$ cat config.mk
export PLATFORM = sky130hd
export DESIGN_NAME = imm_ext_pipe
export DESIGN_NICKNAME = d
export VERILOG_FILES = /design/src/rtl/imm_ext_pipe.sv
export SDC_FILE = /design/constraint.sdc
export NUM_CORES = 1
export LEC_CHECK = 0
export CAP_MARGIN = 30
export CORE_ASPECT_RATIO = 1.25
export CORE_MARGIN = 8
export CORE_UTILIZATION = 42
export CTS_CLUSTER_SIZE = 16
export DETAILED_ROUTE_END_ITERATION = 8
export GPL_TIMING_DRIVEN = 0
export PLACE_DENSITY = 0.78
export REMOVE_ABC_BUFFERS = 1
export SLEW_MARGIN = 10
export SYNTH_ARGS = -nofsm -noshare
export SYNTH_HDL_FRONTEND = slang
export SYNTH_SLANG_ARGS = --single-unit
$ cat constraint.sdc
create_clock -name clk -period 2.1 [get_ports clk]
set_clock_uncertainty 0.1 [all_clocks]
set_input_delay 0.21 -clock clk [delete_from_list [all_inputs] [get_ports clk]]
set_output_delay 0.21 -clock clk [all_outputs]
set_load 0.05 [all_outputs]
$ cat src/rtl/imm_ext_pipe.sv
// Pipelined immediate extender with valid/ready handshakes on both sides and an illegal-op flag.
// Define IEXT_FUSE_EN to fuse a back-to-back SHIFTL + matching-tag ORLOW into one full-width constant.
module imm_ext_pipe #(
    parameter int IMM_W  = 16,
    parameter int DATA_W = 32,
    parameter int TAG_W  = 5
) (
    input  logic              clk,
    input  logic              rst,
    input  logic              in_valid,
    output logic              in_ready,
    input  logic [IMM_W-1:0]  in_imm,
    input  logic [2:0]        in_op,
    input  logic [TAG_W-1:0]  in_tag,
    output logic              out_valid,
    input  logic              out_ready,
    output logic [DATA_W-1:0] out_imm,
    output logic [TAG_W-1:0]  out_tag,
    output logic              out_fused,
    output logic              out_err
);

    // state  | meaning
    // IDLE   | output register free to take the next beat directly
    // PEND   | SHIFTL result parked, waiting to see if the next beat fuses with it
    // HOLD   | pending result emitted; a raw beat waits in the hold register
    typedef enum logic [1:0] {
        S_IDLE = 2'd0,
        S_PEND = 2'd1,
        S_HOLD = 2'd2
    } state_t;

    localparam logic [2:0] OP_ZERO   = 3'b000;
    localparam logic [2:0] OP_SIGNED = 3'b001;
    localparam logic [2:0] OP_SHIFTL = 3'b010;
    localparam logic [2:0] OP_ORLOW  = 3'b011;

    state_t              state_q, state_d;
    logic                out_valid_q, out_valid_d;
    logic [DATA_W-1:0]   out_imm_q, out_imm_d;
    logic [TAG_W-1:0]    out_tag_q, out_tag_d;
    logic                out_err_q, out_err_d;

    logic                out_free;
    logic                accept;
    logic                take_src;
    logic [IMM_W-1:0]    src_imm;
    logic [2:0]          src_op;
    logic [TAG_W-1:0]    src_tag;
    logic [DATA_W-1:0]   src_val;
    logic                src_err;

`ifdef IEXT_FUSE_EN
    logic                out_fused_q, out_fused_d;
    logic [DATA_W-1:0]   pend_imm_q, pend_imm_d;
    logic [TAG_W-1:0]    pend_tag_q, pend_tag_d;
    logic [IMM_W-1:0]    hold_imm_q, hold_imm_d;
    logic [2:0]          hold_op_q, hold_op_d;
    logic [TAG_W-1:0]    hold_tag_q, hold_tag_d;
`endif

    assign out_free = !out_valid_q || out_ready;
    assign in_ready = !rst && (state_q != S_HOLD) && out_free;
    assign accept   = in_valid && in_ready;

    // The extender sees either the live input beat or, in HOLD, the parked one.
    always_comb begin
        src_imm = in_imm;
        src_op  = in_op;
        src_tag = in_tag;
`ifdef IEXT_FUSE_EN
        if (state_q == S_HOLD) begin
            src_imm = hold_imm_q;
            src_op  = hold_op_q;
            src_tag = hold_tag_q;
        end
`endif
    end

    always_comb begin
        src_val = '0;
        src_err = 1'b0;
        case (src_op)
            OP_ZERO, OP_ORLOW: src_val = {{(DATA_W-IMM_W){1'b0}}, src_imm};
            OP_SIGNED:         src_val = {{(DATA_W-IMM_W){src_imm[IMM_W-1]}}, src_imm};
            OP_SHIFTL:         src_val = {src_imm, {(DATA_W-IMM_W){1'b0}}};
            default:           src_err = 1'b1;
        endcase
    end

    assign take_src = (state_q == S_HOLD) ? out_free : ((state_q == S_IDLE) && accept);

    always_comb begin
        state_d     = state_q;
        out_valid_d = out_valid_q;
        out_imm_d   = out_imm_q;
        out_tag_d   = out_tag_q;
        out_err_d   = out_err_q;
`ifdef IEXT_FUSE_EN
        out_fused_d = out_fused_q;
        pend_imm_d  = pend_imm_q;
        pend_tag_d  = pend_tag_q;
        hold_imm_d  = hold_imm_q;
        hold_op_d   = hold_op_q;
        hold_tag_d  = hold_tag_q;
`endif
        if (out_valid_q && out_ready) begin
            out_valid_d = 1'b0;
        end

        case (state_q)
`ifdef IEXT_FUSE_EN
            S_PEND: begin
                if (out_free) begin
                    out_valid_d = 1'b1;
                    out_imm_d   = pend_imm_q;
                    out_tag_d   = pend_tag_q;
                    out_err_d   = 1'b0;
                    out_fused_d = 1'b0;
                    state_d     = S_IDLE;
                    if (accept) begin
                        if (in_op == OP_ORLOW && in_tag == pend_tag_q) begin
                            out_imm_d   = pend_imm_q | {{(DATA_W-IMM_W){1'b0}}, in_imm};
                            out_fused_d = 1'b1;
                        end else begin
                            hold_imm_d = in_imm;
                            hold_op_d  = in_op;
                            hold_tag_d = in_tag;
                            state_d    = S_HOLD;
                        end
                    end
                end
            end
`endif
            default: begin
                if (take_src) begin
`ifdef IEXT_FUSE_EN
                    if (src_op == OP_SHIFTL) begin
                        pend_imm_d = src_val;
                        pend_tag_d = src_tag;
                        state_d    = S_PEND;
                    end else begin
                        out_valid_d = 1'b1;
                        out_imm_d   = src_val;
                        out_tag_d   = src_tag;
                        out_err_d   = src_err;
                        out_fused_d = 1'b0;
                        state_d     = S_IDLE;
                    end
`else
                    out_valid_d = 1'b1;
                    out_imm_d   = src_val;
                    out_tag_d   = src_tag;
                    out_err_d   = src_err;
                    state_d     = S_IDLE;
`endif
                end
            end
        endcase
    end

    always_ff @(posedge clk) begin
        if (rst) begin
            state_q     <= S_IDLE;
            out_valid_q <= 1'b0;
            out_imm_q   <= '0;
            out_tag_q   <= '0;
            out_err_q   <= 1'b0;
`ifdef IEXT_FUSE_EN
            out_fused_q <= 1'b0;
            pend_imm_q  <= '0;
            pend_tag_q  <= '0;
            hold_imm_q  <= '0;
            hold_op_q   <= '0;
            hold_tag_q  <= '0;
`endif
        end else begin
            state_q     <= state_d;
            out_valid_q <= out_valid_d;
            out_imm_q   <= out_imm_d;
            out_tag_q   <= out_tag_d;
            out_err_q   <= out_err_d;
`ifdef IEXT_FUSE_EN
            out_fused_q <= out_fused_d;
            pend_imm_q  <= pend_imm_d;
            pend_tag_q  <= pend_tag_d;
            hold_imm_q  <= hold_imm_d;
            hold_op_q   <= hold_op_d;
            hold_tag_q  <= hold_tag_d;
`endif
        end
    end

    assign out_valid = out_valid_q;
    assign out_imm   = out_imm_q;
    assign out_tag   = out_tag_q;
    assign out_err   = out_err_q;
`ifdef IEXT_FUSE_EN
    assign out_fused = out_fused_q;
`else
    assign out_fused = 1'b0;
`endif

endmodule
# Word level (Yosys, flattened, before mapping)
# Cells that the tools add are included.
dict set report classes {
  mux 4
  order_cmp 0
  bitwise_logic 0
  mul 0
  div_mod_pow 0
  n_reduce_logical 10
  shifts 0
  addsub 0
  eq_ne 3
}
# operator n
set ops {}
lappend ops {{$pmux 32 s3} 1}
lappend ops {{$eq 3x2->1 const B} 2}
lappend ops {{$reduce_or 4->1} 1}
lappend ops {{$eq 3x1->1 const B} 1}
lappend ops {{$logic_and 1x1->1} 3}
lappend ops {{$logic_not 3->1} 1}
lappend ops {{$mux 1} 3}
lappend ops {{$logic_not 1->1} 2}
lappend ops {{$reduce_bool 2->1} 1}
lappend ops {{$reduce_or 2->1} 1}
lappend ops {{$logic_or 1x1->1} 1}
dict set report word_totals {
  mem_count 0
  latchBits 0
  word_cells 21
  input_bits 28
  reg_bits 39
  rom_bits 0
  ram_bits 0
}

# Logic depth before layout (Yosys ltp)
# Gate-level depths: netlist of run 1.
dict set report depth {
  word_depth 5
  depth_mapped 6
  ltp_nobuf 3
}

# Worst setup path before layout of run 1
# Ideal clock, no wire load.
dict set report synth_timing {
  kind {reg-to-reg}
  from {reg out_valid_q (netlist: out_valid)}
  to {reg out_imm_q[6] (netlist: out_imm[6])}
  arrival_ps 1606
  setup_slack_ps 304
  period_less_slack_ps 1796
  setup_time_ps 89
  stages_incl_launch_ff 6
  cell_sequence {dfxtp_1 -> and2b_4 -> or4_4 -> buf_6 -> buf_12 -> o32ai_4}
}
dict set report synth_via {
  elab_chain_cells 4
}
# element line_no
set synth_lines {}
lappend synth_lines {{start: declaration} 39} ;# logic out_valid_q, out_valid_d;
lappend synth_lines {{start signal: assignment} 179} ;# out_valid_q <= out_valid_d;
lappend synth_lines {{$logic_not 1->1} 62} ;# assign out_free = !out_valid_q || out_ready;
lappend synth_lines {{$logic_or 1x1->1} 62}
lappend synth_lines {{$logic_and 1x1->1} 63} ;# assign in_ready = !rst && (state_q != S_HOLD) && out_free;
lappend synth_lines {{$logic_and 1x1->1} 64} ;# assign accept = in_valid && in_ready;
lappend synth_lines {{end signal: assignment} 180} ;# out_imm_q <= out_imm_d;
lappend synth_lines {{end: declaration} 40} ;# logic [DATA_W-1:0] out_imm_q, out_imm_d;
# Every way passes these cells.
# A chain may end at the register's enable or synchronous reset.

# Worst setup path after layout of run 1
dict set report layout_timing {
  from {in in_op[1]}
  to {reg out_imm_q[2] (netlist: out_imm[2])}
}
dict set report layout_via {
  elab_chain_cells 3
}
# element line_no
set layout_lines {}
lappend layout_lines {{start: declaration} 13} ;# input logic [2:0] in_op,
lappend layout_lines {{$eq 3x2->1 or $logic_not 3->1 (tied branches)} 83} ;# case (src_op)
lappend layout_lines {{$reduce_or 2->1} 83}
lappend layout_lines {{$pmux 32 s3 *} 83}
# Mark *: on every way between the ends. The rest lies on a longest branch, timed or not.

==> results.toml, run 1 <==
[drt]
via_per_inst = 4.861
drt-initial-drc-count = 85
drc = 0
wire_per_inst_um = 14.08
first_pass_iters = 4
route.vias.total = 1395
wl_um = 4040
ant_nets = 0

[worst_setup_path]
cp_top_family = "simple AND/OR/NAND/NOR gates"
slowest_delay_ns = 0.50
reg2regPathDepth = 4
crit_buf_inv = 2
path_cells = "clkdlybuf4s50_1 > nor2b_1 > buf_6 > or4_4 > o32ai_1"
critical_path.endpoint_type = "flop"
worstSetupPathType = "in -> reg"
rr_endpoint = "out_imm[16]$_SDFFE_PP0P_"
r2r_setup_slack_ns = 0.39
arrival_ns = 1.87
timing.rr.start = "out_valid$_SDFFE_PP0P_"
startpoint_type = "primary input"
cp_slowest_cell = "clkdlybuf4s50_1"
cp.required_ns = 2.14
critPathMaxFanout = 16
crit_start = "in_op[1]"

[timing]
slew_viol_final = 0
rsz0062_at_grt = "false"
hold_viol_final = 0
timing.final.crit_share_pct = 86.92
setup_violations = 0
min_period_ns = 1.825
maxSlewHeadroom_pct = 50.02
fmaxAchievable_mhz = 547.9
worst_pin_slew_ns = 0.7497

[min_path]
min_path_cells = 1
hold-path-endpoint = "out_imm[22]$_SDFFE_PP0P_"
hp-start = "out_imm[22]$_SDFFE_PP0P_"
min_path_type = "reg -> reg"

[cts]
cts_tree = "done"
postCtsHoldBufs = 0
cts_made_buffers = 5
clk_latency_ns = 0.27
cts_root_buf = "clkbuf_8"
post-cts-setup-buffers = 0
cts_num_sinks = 39
htreeDepth = 2
cts.repair.resized = 0
clockBufferDepth = 2
clk_pin_slew_ns = 0.08

[synthesis]
syn_area_um2 = 1689
synth_cell_type_count = 25
avgSynthCellArea_um2 = 9.878
synth_top_cell_area_share_pct = 46.22
yosysSeqAreaShare_pct = 46.22
synth_area_leader_cell = "dfxtp_1"
ys.warnings.count = 0
postSynthCellCount = 171
ys_ff_latch = 39
synth_area_leaders = "dfxtp_1, o32ai_2, nand2b_1, o2bb2ai_1, a21oi_1"

[grt]
grtUsageTotal_pct = 12.98
antenna_found_initial = 0
grt_pass1_vias = 1403
grt.overflow.total = 0
grt_pass1_wl_um = 6492
grt_max_degree = 44

[die]
die_x_um = 72.72
coreArea_um2 = 3969
fp.dieH_um = 86.90
ioPinCount = 69
rows = 26
initial_core_util_pct = 42.56
die_area_um2 = 6319

[outcome]
status = "finished, final reports clean"

[run]
maxCapViolations = 0

[pwr]
powerDensity_nw_per_um2 = 701.2
total_leakage_power_nw = 0.8423
power.total_mw = 1.740
vdd_drop_max_mv = 0.4767

[cells_and_area]
antenna_cells = 0
syn2layout_area_growth_pct = 46.89
n_fill_cell = 339
drive_gt1_share_pct = 11.26
fin_cells = 287
nets = 258

[place]
dp_hpwl_um = 2993
dp.cells = 279
globalplace.congestion = 0.7152
portBuffers = 67
worst register-to-register path: cells and delay by family (launching register included):
family,cells,cell delay (ns)
flip-flops,1,0.35
AND/OR/NAND/NOR,1,0.19
AO/OA/AOI/OAI,2,0.72
buffers and inverters,1,0.28
layout make-up:
class	count	area, µm²	share of cell area, %
clock buffer	6	82.58	3.328
clock inverter	2	35.03	1.412
inverter	17	63.81	2.572
multi-input combinational	97	747.0	30.11
sequential	39	780.7	31.47
tap	56	70.07	2.824
timing repair buffer	70	701.9	28.29
cells in the mapped netlist, drive strengths merged:
cell type,instances
dfxtp,39
nand2b,23
a21oi,17
inv,17
o32ai,17
o2bb2ai,15
clkbuf,10
buf,8
nand3,7
o21ai,6
nor2,4
nor2b,2
and2b,1
and3b,1
conb,1
or3,1
or4,1
xor2,1
stage by stage:
step / setup WS [ns] / instance area [µm²] / hold WS, ns / setup TNS [ns] / util (%)
6_report: 0.2748 / 2481 / 0.3655 / 0 / 62.52
3_3_place_gp: -1.660 / 2330 / 0.3444 / -50.84 / 58.70
4_1_cts: 0.006247 / 2479 / 0.3695 / 0 / 62.45
3_5_place_dp: -0.03913 / 2361 / 0.3459 / -0.3124 / 59.49
5_1_grt: 0.1178 / 2481 / 0.3885 / 0 / 62.52
2_1_floorplan: -0.1061 / 1589 / 0.1791 / -0.9800 / -
worst max path at each step:
| stage | to | slack, ns | depth (start not counted) |
|---|---|---|---|
| finish | out_imm[2]$_SDFFE_PP0P_ | 0.27 | 5 |
| global route | out_imm[19]$_SDFFE_PP0P_ | 0.12 | 5 |
| CTS | in_ready | 0.006 | 4 |
| detailed placement | out_imm[2]$_SDFFE_PP0P_ | -0.04 | 5 |
| global placement | out_tag[3]$_SDFFE_PP0P_ | -1.66 | 4 |
| floorplan | out_tag[0]$_SDFFE_PP0P_ | -0.11 | 3 |
where the power goes:
part           leakage, nW  internal [mW]  total (mW)  switching, mW
logic                0.464          0.135       0.328          0.193
clock network       0.0612          0.384       0.634          0.250
registers            0.317          0.765       0.777         0.0124
sequential cells by signal, summed over array words and instances (netlist names):
register	count
out_valid	1
out_err	1
out_imm	32
out_tag	5
per-layer routing:
layer  global-route usage, %  vias up  wire, µm
met5                       0        -         0
met4                   5.474        0        49
met3                   4.147        4       327
met2                   22.76       52      2035
met1                   13.79      628      1627
li1                        -      711         -
cells by family after synthesis:
group,count (synthesis),synth area share [%]
flip-flops,39,46.22
buffers and inverters,35,9.704
AO/OA/AOI/OAI,55,28.52
other,1,0.2220
AND/OR/NAND/NOR,40,14.81
XOR/XNOR,1,0.5186
cells in the final DEF (no fill, tap or decap):
cell type        instances
clkinv_2                 1
clkbuf_8                 6
a21oi_1                 17
o32ai_2                  9
xor2_1                   1
or4_4                    1
nand2b_4                 1
inv_1                   17
dfxtp_1                 39
o32ai_1                  7
or3_1                    1
nor2_2                   1
and3b_1                  1
buf_6                    1
o21ai_0                  6
bufinv_16                1
dlymetal6s2s_1           1
nand3_1                  7
nor2_1                   3
nand2b_1                22
nor2b_1                  2
conb_1                   1
buf_4                    1
buf_2                    1
o32ai_4                  1
and2b_4                  1
buf_8                    1
o2bb2ai_1               15
clkdlybuf4s50_1         65
(Power assumes the default switching activity.)
==> run 2, diff against run 1 <==
clock period = 1.8 ns   (was 2.1 ns; I/O delays follow)
==> run 2 against run 1 <==
Net effect: final cell count is the same; critical path depth shrank 4; cell area grew 0.15%; clock power grew 17%; critical path type is now reg -> out.
==> results.toml, run 2 (synthesized netlist as in run 1, its figures left out) <==
[cells_and_area]
final_common_cell = "clkdlybuf4s50_1"
layout_common_cells = "clkdlybuf4s50_1, dfxtp_1, nand2b_1"
syn2layout_area_growth_pct = 47.11
fin_cells = 287
drive_gt1_share_pct = 12.12
nets = 258
antenna_cells = 0
largest_reg_flops = 32

[worst_setup_path]
critical_path.endpoint_type = "primary output"
crit_start = "out_imm[2]$_SDFFE_PP0P_"
path_cells = "clkdlybuf4s50_1"
arrival_ns = 1.45
cp.required_ns = 1.52
timing.rr.start = "out_valid$_SDFFE_PP0P_"
critPathMaxFanout = 2
worstSetupPathType = "reg -> out"
slowest_delay_ns = 0.82
r2r_setup_slack_ns = 0.23
cp_slowest_cell = "clkdlybuf4s50_1"
crit_buf_inv = 1
startpoint_type = "flop"
cp_top_family = "buffers and inverters"

[cts]
cts_tree = "done"
htreeDepth = 2
postCtsHoldBufs = 0
clk_latency_ns = 0.27
cts_num_sinks = 39
cts_made_buffers = 5
cts_root_buf = "clkbuf_8"
clk_pin_slew_ns = 0.08
post-cts-setup-buffers = 0
clockBufferDepth = 2

[grt]
antenna_found_initial = 0
grt_pass1_wl_um = 6492
grt.overflow.total = 0
grt_max_degree = 44
grt_pass1_vias = 1403
grtUsageTotal_pct = 12.98

[drt]
wl_um = 4031
via_per_inst = 4.843
ant_nets = 0
route.vias.total = 1390
first_pass_iters = 4
drt-initial-drc-count = 87
wire_per_inst_um = 14.05
drc = 0

[timing]
rsz0062_at_grt = "false"
maxSlewHeadroom_pct = 50.18
timing.final.crit_share_pct = 96.10
hold_viol_final = 0
min_period_ns = 1.730
setup_violations = 0
worst_pin_slew_ns = 0.7473
slew_viol_final = 0
fmaxAchievable_mhz = 578.1
finalWorstSetupSlack_ns = 0.07014

[run]
maxCapViolations = 0

[place]
portBuffers = 67
globalplace.congestion = 0.7152
dp_hpwl_um = 2993
pre_cts_slack_ns = -0.3091
dp.cells = 279

[min_path]
min_path_type = "in -> reg"
hp-start = "rst"

[die]
die_area_um2 = 6319
fp.dieH_um = 86.90
rows = 26
die_x_um = 72.72
coreArea_um2 = 3969
initial_core_util_pct = 42.56
ioPinCount = 69

[pwr]
powerDensity_nw_per_um2 = 816.7
total_leakage_power_nw = 0.8337
vdd_drop_max_mv = 0.5563

[outcome]
status = "finished, final reports clean"
## run 2: changes by cell type in the layout (fill, tap and decap cells not counted), sizes merged
cell,change
dlymetal6s2s,-1
clkdlybuf4s15,+1
## run 2: timing repair
item	CTS	global route
gates cloned	0	0
resized for setup	2	2
setup endpoints to repair	2	9
## run 2: worst paths after layout
| path | to | cells past startpoint |
|---|---|---|
| setup / recovery | out_imm[2] | 1 |
| hold / removal | out_valid$_SDFFE_PP0P_ | 2 |
| setup reg to reg | out_imm[2]$_SDFFE_PP0P_ | 3 |
| hold reg to reg | out_imm[22]$_SDFFE_PP0P_ | 1 |
## run 2: power breakdown
part	switching [mW]	internal (mW)	leakage (nW)
Clock	0.291	0.448	0.0612
Combinational	0.226	0.158	0.455
Sequential	0.0144	0.892	0.317
Total	0.531	1.50	0.834
## run 2: routing by layer
| metal | track usage, % | vias to the layer above | part of all wire, % |
|---|---|---|---|
| met5 | 0 | - | 0 |
| met4 | 5.474 | 0 | 1.2 |
| met3 | 4.147 | 4 | 7.8 |
| met2 | 22.76 | 49 | 51 |
| met1 | 13.79 | 627 | 40 |
| li1 | - | 710 | - |
## run 2: stage by stage
step	TNS [ns]	hold WS, ns	utilization, %	power [mW]	area [µm²]
floorplan	-9.193	0.1491	-	1.142	1589
global placement	-61.59	0.3444	58.70	1.303	2330
detailed placement	-7.679	0.3459	59.49	1.313	2361
CTS	0	0.3530	62.48	2.052	2480
global route	0	0.3744	62.61	2.105	2485
finish	0	0.3550	62.61	2.029	2485
## run 2: layout make-up
type	instances	area, µm²
Clock buffer	6	82.58
Clock inverter	2	35.03
Fill cell	340	1484
Inverter	17	63.81
Multi-Input combinational cell	97	753.2
Sequential cell	39	780.7
Tap cell	56	70.07
Timing Repair Buffer	70	699.4
==> run 3, diff against run 2 <==
CORE_MARGIN = unset   (was 8)
CTS_CLUSTER_SIZE = 25   (was 16)
SLEW_MARGIN = 20   (was 10)
==> run 3 against run 2 <==
Net effect: critical path depth is 3 higher; total power is 1.3% lower; via count fell by 0.58%; die area fell by 32%; global-route usage rose by 4.7 points; register-to-register slack improved by 0.03 ns; clock power decreased by 3.1%; routed wire length down 11%; non-clock buffer count down 1; critical path type is now in -> out; largest power group unchanged.
==> results.toml, run 3 (synthesized netlist as in run 1, its figures left out) <==
[die]
die_area_um2 = 4281
coreArea_um2 = 3816
die_x_um = 58.72
fp.dieH_um = 72.90
initial_core_util_pct = 44.26
ioPinCount = 69
rows = 25

[timing]
min_period_ns = 1.739
timing.final.crit_share_pct = 96.59
hold_viol_final = 0
maxSlewHeadroom_pct = 49.90
rsz0062_at_grt = "false"
finalWorstSetupSlack_ns = 0.06143
setup_violations = 0
slew_viol_final = 0
fmaxAchievable_mhz = 575.2
whs_ns = 0.3378
tns_ns = 0
worst_pin_slew_ns = 0.7515

[worst_setup_path]
path_cells = "clkdlybuf4s50_1 > and2b_4 > nor2_1 > dlygate4sd2_1"
critPathMaxFanout = 6
reg2regPathDepth = 3
crit_buf_inv = 2
cp.depth = 4
rr_endpoint = "out_imm[2]$_SDFFE_PP0P_"
worstSetupPathType = "in -> out"
r2r_setup_slack_ns = 0.26
cp_slowest_cell = "dlygate4sd2_1"
slowest_delay_ns = 0.53
cp.required_ns = 1.52
startpoint_type = "primary input"
critical_path.endpoint_type = "primary output"
cp_top_family = "buffers and inverters"
timing.rr.start = "out_valid$_SDFFE_PP0P_"
arrival_ns = 1.46

[drt]
drc = 0
ant_nets = 0
wire_per_inst_um = 12.61
route.vias.total = 1382
wl_um = 3582
first_pass_iters = 4
via_per_inst = 4.866
drt-initial-drc-count = 28

[grt]
grt_pass1_vias = 1266
grtUsageTotal_pct = 17.72
antenna_found_initial = 0
grt_pass1_wl_um = 5747
grt.overflow.total = 0
grt_max_degree = 44

[cts]
htreeDepth = 2
clockBufferDepth = 2
cts_num_sinks = 39
postCtsHoldBufs = 0
clk_pin_slew_ns = 0.07
clk_latency_ns = 0.28
cts_made_buffers = 5
cts_root_buf = "clkbuf_8"
cts_tree = "done"

[pwr]
powerDensity_nw_per_um2 = 812.8
vdd_drop_max_mv = 0.6636
power.total_mw = 2.003
total_leakage_power_nw = 0.8257

[cells_and_area]
syn2layout_area_growth_pct = 45.93
final_common_cell = "clkdlybuf4s50_1"
fin_cells = 284
antenna_cells = 0
largest_reg_flops = 32
fin_util_pct = 64.59
nets = 257
fin_area_um2 = 2465
drive_gt1_share_pct = 11.74
layout_common_cells = "clkdlybuf4s50_1, dfxtp_1, nand2b_1"

[outcome]
status = "finished, final reports clean"

[min_path]
hp-start = "rst"
min_path_cells = 2
hold-path-endpoint = "out_valid$_SDFFE_PP0P_"
min_path_type = "in -> reg"

[place]
pre_cts_slack_ns = -0.2575
dp_hpwl_um = 2459
portBuffers = 67
dp.cells = 276
placed_area_um2 = 2351
globalplace.congestion = 0.7788

[run]
maxCapViolations = 0
## run 3: changes by cell type in the layout (fill, tap and decap cells not counted)
cell	delta
buf_6	-1
clkbuf_8	-1
clkdlybuf4s15_1	-1
clkinv_4	+1
dlygate4sd2_1	+1
## run 3: layout make-up
class | count | area (µm²)
well taps | 54 | 67.56
clock buffers | 5 | 68.82
inverters | 17 | 63.81
fillers | 344 | 1351
flip-flops and latches | 39 | 780.7
multi-input cells | 97 | 753.2
clock inverters | 3 | 43.79
repair buffers | 69 | 686.9
## run 3: what timing repair did
| item | CTS | global route |
|---|---|---|
| buffers inserted | 0 | 0 |
| gates resized for setup | 1 | 1 |
| setup endpoints to repair | 1 | 16 |
## run 3: where the power goes
group,internal [mW],switching [mW],total (mW)
Combinational,0.155,0.226,0.381
Sequential,0.892,0.0147,0.907
Clock,0.412,0.303,0.716
## run 3: how the worst max path moves through the flow
stage                                  start                 endpoint
floorplan             out_valid$_SDFFE_PP0P_  out_tag[0]$_SDFFE_PP0P_
global placement                         rst  out_tag[4]$_SDFFE_PP0P_
detailed placement                  in_op[1]  out_imm[1]$_SDFFE_PP0P_
CTS                                 in_op[1]  out_imm[1]$_SDFFE_PP0P_
global route        out_imm[25]$_SDFFE_PP0P_              out_imm[25]
finish                             out_ready                 in_ready
## run 3: layer usage
metal	global-route usage (%)	vias to the layer above	share of wire (%)	routed length, µm
li1	-	712	-	-
met1	20.38	629	43	1530
met2	30.68	37	52	1857
met5	0	-	0	0
met4	8.730	0	1.3	45
met3	3.723	4	4.1	148
